`src/rtl/mips_ctrl_pkg.sv`:
```
// Shared encodings for the multi-cycle MIPS controller: FSM states, opcode/funct
// values, and the ALU/mux select encodings driven into the datapath.
package mips_ctrl_pkg;

  typedef enum logic [3:0] {
    S_IDLE     = 4'd0,
    S_FETCH    = 4'd1,
    S_DECODE   = 4'd2,
    S_MEM_ADDR = 4'd3,
    S_MEM_RD   = 4'd4,
    S_MEM_WB   = 4'd5,
    S_MEM_WR   = 4'd6,
    S_EXEC_R   = 4'd7,
    S_WB_R     = 4'd8,
    S_EXEC_I   = 4'd9,
    S_WB_I     = 4'd10,
    S_BRANCH   = 4'd11
`ifdef CTRL_JUMP_EN
    ,S_JUMP    = 4'd12
`endif
  } state_t;

  localparam logic [5:0] OP_R    = 6'b000000;
  localparam logic [5:0] OP_LW   = 6'b100011;
  localparam logic [5:0] OP_SW   = 6'b101011;
  localparam logic [5:0] OP_BEQ  = 6'b000100;
  localparam logic [5:0] OP_ADDI = 6'b001000;
  localparam logic [5:0] OP_J    = 6'b000010;

  localparam logic [5:0] FN_ADD = 6'b100000;
  localparam logic [5:0] FN_SUB = 6'b100010;
  localparam logic [5:0] FN_AND = 6'b100100;
  localparam logic [5:0] FN_OR  = 6'b100101;
  localparam logic [5:0] FN_SLT = 6'b101010;

  localparam logic [1:0] ALU_ADD   = 2'b00;
  localparam logic [1:0] ALU_SUB   = 2'b01;
  localparam logic [1:0] ALU_FUNCT = 2'b10;

  localparam logic [1:0] SRCB_REG     = 2'b00;
  localparam logic [1:0] SRCB_FOUR    = 2'b01;
  localparam logic [1:0] SRCB_IMM     = 2'b10;
  localparam logic [1:0] SRCB_IMM_SH2 = 2'b11;

  localparam logic [1:0] PCSRC_ALU    = 2'b00;
  localparam logic [1:0] PCSRC_ALUOUT = 2'b01;
  localparam logic [1:0] PCSRC_JUMP   = 2'b10;

endpackage

```
`src/rtl/multicycle_control_unit.sv`:
```
// Multi-cycle MIPS control FSM (Moore, plus mem_ready terms in FETCH/MEM_WR); CTRL_JUMP_EN adds j.
// Latency: R/addi/sw 4, lw 5, beq/j 3 cycles, +1 per mem_ready=0 cycle in FETCH/MEM_RD/MEM_WR.
// Backpressure: stalls on mem_ready; after WAIT_LIMIT waiting cycles pulses mem_error and restarts.
module multicycle_control_unit
  import mips_ctrl_pkg::*;
#(
  parameter int OP_W       = 6,
  parameter int FN_W       = 6,
  parameter int WAIT_LIMIT = 15
) (
  input  logic            clk,
  input  logic            rst_n,
  input  logic [OP_W-1:0] opcode,
  input  logic [FN_W-1:0] func,
  input  logic            mem_ready,
  output logic            pc_write,
  output logic            pc_write_cond,
  output logic            i_or_d,
  output logic            ir_write,
  output logic            mem_read,
  output logic            mem_write,
  output logic            mem_to_reg,
  output logic            reg_dst,
  output logic            reg_write,
  output logic            alu_src_a,
  output logic [1:0]      alu_src_b,
  output logic [1:0]      alu_op,
  output logic [1:0]      pc_source,
  output logic            instr_done,
  output logic            illegal,
  output logic            mem_error,
  output logic [3:0]      state_o
);

  localparam int CNT_W = (WAIT_LIMIT > 0) ? $clog2(WAIT_LIMIT + 1) : 1;
  localparam logic [CNT_W-1:0] CNT_LAST = CNT_W'(WAIT_LIMIT - 1);

  state_t           state, state_nxt;
  logic [CNT_W-1:0] wait_cnt, wait_cnt_nxt;
  logic             waiting, timeout, funct_ok;

  always_ff @(posedge clk) begin
    if (!rst_n) begin
      state    <= S_IDLE;
      wait_cnt <= '0;
    end else begin
      state    <= state_nxt;
      wait_cnt <= wait_cnt_nxt;
    end
  end

  assign state_o = state;

  always_comb begin
    funct_ok = (func == FN_W'(FN_ADD)) || (func == FN_W'(FN_SUB)) ||
               (func == FN_W'(FN_AND)) || (func == FN_W'(FN_OR))  ||
               (func == FN_W'(FN_SLT));
    waiting  = ((state == S_FETCH) || (state == S_MEM_RD) || (state == S_MEM_WR)) && !mem_ready;
    // Fires on the WAIT_LIMIT-th stalled cycle itself; mem_ready in that cycle wins.
    timeout  = (WAIT_LIMIT != 0) && waiting && (wait_cnt == CNT_LAST);
  end

  always_comb begin
    state_nxt     = state;
    pc_write      = 1'b0;
    pc_write_cond = 1'b0;
    i_or_d        = 1'b0;
    ir_write      = 1'b0;
    mem_read      = 1'b0;
    mem_write     = 1'b0;
    mem_to_reg    = 1'b0;
    reg_dst       = 1'b0;
    reg_write     = 1'b0;
    alu_src_a     = 1'b0;
    alu_src_b     = SRCB_REG;
    alu_op        = ALU_ADD;
    pc_source     = PCSRC_ALU;
    instr_done    = 1'b0;
    illegal       = 1'b0;
    mem_error     = 1'b0;

    case (state)
      S_IDLE: state_nxt = S_FETCH;
      S_FETCH: begin
        mem_read  = 1'b1;
        alu_src_b = SRCB_FOUR;
        alu_op    = ALU_ADD;
        ir_write  = mem_ready;
        pc_write  = mem_ready;
        if (mem_ready)    state_nxt = S_DECODE;
        else if (timeout) begin
          mem_error = 1'b1;
          state_nxt = S_IDLE;
        end
      end
      S_DECODE: begin
        alu_src_b = SRCB_IMM_SH2;
        if ((opcode == OP_W'(OP_R)) && funct_ok)                     state_nxt = S_EXEC_R;
        else if ((opcode == OP_W'(OP_LW)) || (opcode == OP_W'(OP_SW))) state_nxt = S_MEM_ADDR;
        else if (opcode == OP_W'(OP_BEQ))                            state_nxt = S_BRANCH;
        else if (opcode == OP_W'(OP_ADDI))                           state_nxt = S_EXEC_I;
`ifdef CTRL_JUMP_EN
        else if (opcode == OP_W'(OP_J))                              state_nxt = S_JUMP;
`endif
        else begin
          illegal   = 1'b1;
          state_nxt = S_FETCH;
        end
      end
      S_MEM_ADDR: begin
        alu_src_a = 1'b1;
        alu_src_b = SRCB_IMM;
        state_nxt = (opcode == OP_W'(OP_LW)) ? S_MEM_RD : S_MEM_WR;
      end
      S_MEM_RD: begin
        mem_read = 1'b1;
        i_or_d   = 1'b1;
        if (mem_ready)    state_nxt = S_MEM_WB;
        else if (timeout) begin
          mem_error = 1'b1;
          state_nxt = S_IDLE;
        end
      end
      S_MEM_WB: begin
        reg_write  = 1'b1;
        mem_to_reg = 1'b1;
        instr_done = 1'b1;
        state_nxt  = S_FETCH;
      end
      S_MEM_WR: begin
        // The store strobe is withheld on the aborting cycle so memory sees no write.
        mem_write  = !timeout;
        i_or_d     = 1'b1;
        instr_done = mem_ready;
        if (mem_ready)    state_nxt = S_FETCH;
        else if (timeout) begin
          mem_error = 1'b1;
          state_nxt = S_IDLE;
        end
      end
      S_EXEC_R: begin
        alu_src_a = 1'b1;
        alu_op    = ALU_FUNCT;
        state_nxt = S_WB_R;
      end
      S_WB_R: begin
        reg_write  = 1'b1;
        reg_dst    = 1'b1;
        instr_done = 1'b1;
        state_nxt  = S_FETCH;
      end
      S_EXEC_I: begin
        alu_src_a = 1'b1;
        alu_src_b = SRCB_IMM;
        alu_op    = ALU_ADD;
        state_nxt = S_WB_I;
      end
      S_WB_I: begin
        reg_write  = 1'b1;
        instr_done = 1'b1;
        state_nxt  = S_FETCH;
      end
      S_BRANCH: begin
        alu_src_a     = 1'b1;
        alu_op        = ALU_SUB;
        pc_write_cond = 1'b1;
        pc_source     = PCSRC_ALUOUT;
        instr_done    = 1'b1;
        state_nxt     = S_FETCH;
      end
`ifdef CTRL_JUMP_EN
      S_JUMP: begin
        pc_write   = 1'b1;
        pc_source  = PCSRC_JUMP;
        instr_done = 1'b1;
        state_nxt  = S_FETCH;
      end
`endif
      default: state_nxt = S_IDLE;
    endcase

    wait_cnt_nxt = (state_nxt != state) ? '0 : (waiting ? wait_cnt + 1'b1 : wait_cnt);
  end

endmodule
```
`config.mk`:
```
export PLATFORM = sky130hd
export DESIGN_NAME = multicycle_control_unit
export DESIGN_NICKNAME = d
export VERILOG_FILES = /design/src/rtl/mips_ctrl_pkg.sv /design/src/rtl/multicycle_control_unit.sv
export SDC_FILE = /design/constraint.sdc
export NUM_CORES = 1
export LEC_CHECK = 0
export CAP_MARGIN = 10
export CELL_PAD_IN_SITES_DETAIL_PLACEMENT = 0
export CELL_PAD_IN_SITES_GLOBAL_PLACEMENT = 1
export CORE_MARGIN = 10
export CORE_UTILIZATION = 24
export CTS_CLUSTER_DIAMETER = 100
export DETAILED_ROUTE_END_ITERATION = 10
export GPL_TIMING_DRIVEN = 0
export PLACE_DENSITY_LB_ADDON = 0.1
export SETUP_SLACK_MARGIN = 0.02
export SYNTH_ARGS = -nofsm -noshare
export SYNTH_HDL_FRONTEND = slang
export SYNTH_SLANG_ARGS = --single-unit
```
`constraint.sdc`:
```
create_clock -name clk -period 1.55 [get_ports clk]
set_clock_uncertainty 0.1 [all_clocks]
set_input_delay 0.3875 -clock clk [delete_from_list [all_inputs] [get_ports clk]]
set_output_delay 0.3875 -clock clk [all_outputs]
set_load 0.01 [all_outputs]
```
Word level (Yosys, flattened, before mapping)
Index checks and enable logic that the tools add are counted.
W data, S select, Z words.
{ "word_totals": {"input_bits": 15, "rom_bits": 0, "reg_bits": 8, "memories": 0, "latch_bits": 0, "ram_bits": 0} }
{ "classes": {"order_cmp": 0, "n_bitwise": 1, "mul": 0, "n_eq_ne": 22, "div": 0, "shifts": 0, "n_addsub": 1, "reduce_logical": 23, "mux": 31} }
{ "op_table": {"columns": ["cell", "count"], "rows": [
  ["$eq A6 B6 Y1 const B", 7],
  ["$mux W4", 8],
  ["$pmux W4 S8", 1],
  ["$eq A4 B4 Y1 const B", 5],
  ["$mux W1", 18],
  ["$eq A4 B3 Y1 const B", 4],
  ["$eq A4 B2 Y1 const B", 2],
  ["$reduce_or A2 Y1", 4],
  ["$reduce_or A4 Y1", 2],
  ["$logic_or A1 B1 Y1", 7],
  ["$eq A6 B3 Y1 const B", 1],
  ["$eq A6 B4 Y1 const B", 1],
  ["$logic_not A6 Y1", 1],
  ["$pmux W2 S3", 1],
  ["$reduce_or A3 Y1", 2],
  ["$reduce_or A5 Y1", 1],
  ["$add A4 B1 Y4 const B", 1],
  ["$eq A4 B1 Y1 const B", 1],
  ["$logic_not A4 Y1", 1],
  ["$ne A4 B4 Y1", 1],
  ["$pmux W2 S2", 1],
  ["$logic_and A1 B1 Y1", 3],
  ["$logic_not A1 Y1", 2],
  ["$mux W2", 1],
  ["2 further kinds", 2]
]} }

Depth between registers and ports, before layout
{ "depth": {"depth_word": 10, "depth_mapped": 6, "depth_no_buf": 6} }

Worst setup path before layout
OpenSTA, ideal clock, no wires.
{ "synth_path": {"path_kind": "register to output", "start": "reg state[0], in the netlist state_o[0]", "end": "out pc_write", "arrival_ns": 1.447, "path_stages_with_launch": 5, "path_buffers": 2, "path_slack_ns": -0.384, "path_cell_list": "dfxtp_1 clkbuf_1 nand2_1 nor3_1 buf_4"} }
{ "synth_between": {"elab_chain_len": 2} }
{ "synth_rtl": {"columns": ["element", "line", "rtl"], "rows": [
  ["start: declaration", "multicycle_control_unit.sv:38", "state_t state, state_nxt;"],
  ["start signal: assignment", "multicycle_control_unit.sv:47", "state <= state_nxt;"],
  ["$eq A4 B1 Y1", null, null],
  ["$mux W1", null, null],
  ["end: declaration", "multicycle_control_unit.sv:16", "output logic pc_write,"]
]} }
Every way passes these cells.

Worst setup path after layout
{ "layout_path": {"start": "in opcode[1]", "end": "out illegal"} }
{ "layout_between": {"elab_chain_len": 6, "word_cells_on_any_way": 12, "classes_between": "eq/ne (4); mux (5); reduce/logical (3)"} }
{ "layout_rtl": {"columns": ["element", "line", "rtl"], "rows": [
  ["start: declaration", "multicycle_control_unit.sv:13", "input logic [OP_W-1:0] opcode,"],
  ["$eq A6 B4 Y1", "multicycle_control_unit.sv:101", "else if (opcode == OP_W'(OP_ADDI)) state_nxt = S_EXEC_I;"],
  ["$mux W1", "multicycle_control_unit.sv:101", null],
  ["$mux W1", "multicycle_control_unit.sv:100", "else if (opcode == OP_W'(OP_BEQ)) state_nxt = S_BRANCH;"],
  ["$mux W1", "multicycle_control_unit.sv:99", "else if ((opcode == OP_W'(OP_LW)) || (opcode == OP_W'(OP_SW))) state_nxt = S_MEM_ADDR;"],
  ["$mux W1 *", "multicycle_control_unit.sv:98", "if ((opcode == OP_W'(OP_R)) && funct_ok) state_nxt = S_EXEC_R;"],
  ["$mux W1 *", "multicycle_control_unit.sv:82", "case (state)"],
  ["end: declaration", "multicycle_control_unit.sv:30", "output logic illegal,"]
]} }
Every way passes the cells marked *; elsewhere a longest branch is shown, timed or not.

==> out/qor.txt <==
status = finished, violations left
failing checks = negative setup slack
mux contribution to synthesized area = 2.593%
xor and xnor area share after synthesis = 5.673%
P&R area growth vs syn = 132.1%
clock slew at reported path FFs = 0.06 ns
H-tree depth = 1
buffers plus inverters on the worst setup path = 2
met1 Use GR = 12.45%
Worst Hold Class = reg2reg
worst path arrival time = 1.46 ns
Crit. End Element = output port
largest net degree at the start of global routing = 11
hold_sp = wait_cnt[1]$_SDFFE_PP0P_
pwr dens = 407.4 mW/mm²
CP Class = in2out
DP Worst Slack = -1.090 ns
CP max FO = 3
critical path cell sequence = clkdlybuf4s15_1, or4_4, a21oi_2, nor3_2, buf_2
hold buffers post-CTS = 0
IO Count = 38
DRT Wirelength = 3306 µm
nets@finish = 198
FFs w/ async S/R, synth = 0%
CP required = 1.06 ns
die height = 76.72 µm
DRT antenna net count = 0
Port Buffer Count = 36
GR Layer Usage met3 = 2.564%
number of global-route vias before repair = 1,021
FF-to-FF path depth = 5
fin crit share = 125.4%
top cell type's share of synthesized area = 20.75%
Unique masters post-synth = 41
syn nets = 120
share of cells above drive strength 1 = 63.89%
Slew Viols, Final = 0
GRT met2 Usage = 16.61%
n_diodes = 0
CTS tree = built
cells after synthesis = 103
post-DR vias/cell = 4.670
Hold WS = 0.4304 ns
number of synthesized flops with an enable pin = 0
Clock Latency Late Sink = 0.26 ns
layer with the highest usage = met2
initial antenna violation count = 0
critical path's largest stage delay = 0.55 ns
critical path launch point = opcode[1]
clk buf depth = 2
worst flop-to-flop path endpoint = state_o[1]$_SDFF_PN0_
simple-gate share of the synthesized area = 39.06%
worst r2r src = state_o[0]$_SDFF_PN0_
max-cap violations = 0
DR pass1 iterations = 4
clock sink count = 8
area leader, netlist = dfxtp_1
slowest CP cell = or4_4
Synth Area in Adders = 3.241%
sequential area share after synthesis = 20.75%
Compound-Gate Fraction of Synth Area = 21.07%
GR Overflow Total = 0
Die Area = 0.005885 mm²
Fillers = 277
gr usage total = 10.04%
core area = 0.003078 mm²
final setup fails = 23
minimum clock period = 1.944 ns
Detailed Place HPWL = 2048 µm
TritonCTS Buffers = 3
hold depth = 2
Die Span X = 76.72 µm
P_leak = 0.7741 nW
Peak VDD IR = 0.0002731 V
max frequency = 0.5144 GHz
effective utilization at floorplan = 25.08%
top cells by area, synth = dfxtp_1, nor2_1, nor3_1
synthesized flop and latch total = 8
worst reg-to-reg setup slack = -0.39 ns
via count = 1,046
worst setup margin = -0.3939 ns
Hold Path Sink = wait_cnt[1]$_SDFFE_PP0P_
first-pass GRT wire length = 4995 µm
Cell Area, Synth = 772.0 µm²
Fin. Hold Viols = 0
Startpoint Class = primary input
row cnt = 20
most common cell after layout, fill and taps aside = buf_4
most frequent cells in the layout = buf_4, buf_6, buf_2
residual DRC count = 0
Placer Congestion = 0.7184
initial DRC count = 34
DR WL/cell = 14.76 µm
synth warn = 0
combinational family with the most area after synthesis = simple AND/OR/NAND/NOR gates
main flop type after synthesis = dfxtp_1
CTS Root Cell = clkbuf_4
RSZ-0062 raised after global routing = true
CP top delay family = simple AND/OR/NAND/NOR gates
Post-Syn Area per Cell = 7.495 µm²
## state kept, by name, summed over array words and instances (netlist names)
signal	flops
wait_cnt	4
state_o	4
## cell families (layout without fill, tap and decap cells)
logic type	after synthesis	count (layout)
and+or+nand+nor	53	53
AOI/OAI and AO/OA	22	22
buffers and inverters	10	87
DFF	8	8
xor gates and xnor gates	5	5
adders and majority gates	2	2
muxes	2	2
other	1	1
## worst max-delay path by stage
stage / end / slack (ns) / depth (start not counted)
floorplan: illegal / -0.06 / 2
global placement: mem_write / -1.09 / 6
detailed placement: mem_write / -1.09 / 6
CTS: illegal / -0.40 / 3
global route: illegal / -0.45 / 3
finish: illegal / -0.39 / 5
## what timing repair did
item | 4_1_cts | 5_1_grt
setup endpoints to repair | 29 | 23
resized for setup | 142 | 32
pin swaps | 13 | 14
buffers inserted | 22 | 17
## where the power goes
group / switching [mW] / internal, mW
Clock: 0.0768 / 0.0989
Combinational: 0.147 / 0.188
Sequential: 0.0116 / 0.208
## cell usage after synthesis, types with 3 or more instances
library cell	n
nor2_1	15
nor3_1	9
dfxtp_1	8
a21oi_1	6
nand2_1	6
nand2b_1	6
buf_4	4
nor2b_1	3
o211ai_1	3
xnor2_1	3
## final cells by class
type	count	area, µm²	share of cell area, %
multi-input cells	85	787.0	43.92
repair buffers	73	616.8	34.43
flip-flops and latches	8	176.4	9.846
plain buffers	8	117.6	6.564
well taps	44	55.05	3.073
clock buffers	4	26.28	1.466
inverters	2	12.51	0.6983
## worst reg2reg max path, cell delays in order, from the launching register on
cell and delay [ns]:
dfxtp_4 0.38, or4b_4 0.56, buf_4 0.15, buf_6 0.11
or3_4 0.39, a41oi_2 0.17
## routing by layer
layer	routed length (µm)	up-vias	part of all wire (%)
met5	0	-	0
met4	26	0	0.79
met2	1660	26	50
li1	-	522	-
met1	1446	494	44
met3	172	4	5.2
## through the flow
stage	power, mW	setup TNS (ns)	area, µm²	std cells	utilization, %
2_1_floorplan	0.3337	-0.1822	843.3	103	-
3_3_place_gp	0.4362	-14.77	1259	183	40.89
3_5_place_dp	0.4374	-14.61	1259	183	40.89
4_1_cts	0.6767	-4.737	1608	209	52.24
5_1_grt	0.7735	-6.355	1792	224	58.21
6_report	0.7299	-5.017	1792	224	58.21
Note: power is estimated with default switching activity, not from simulation.
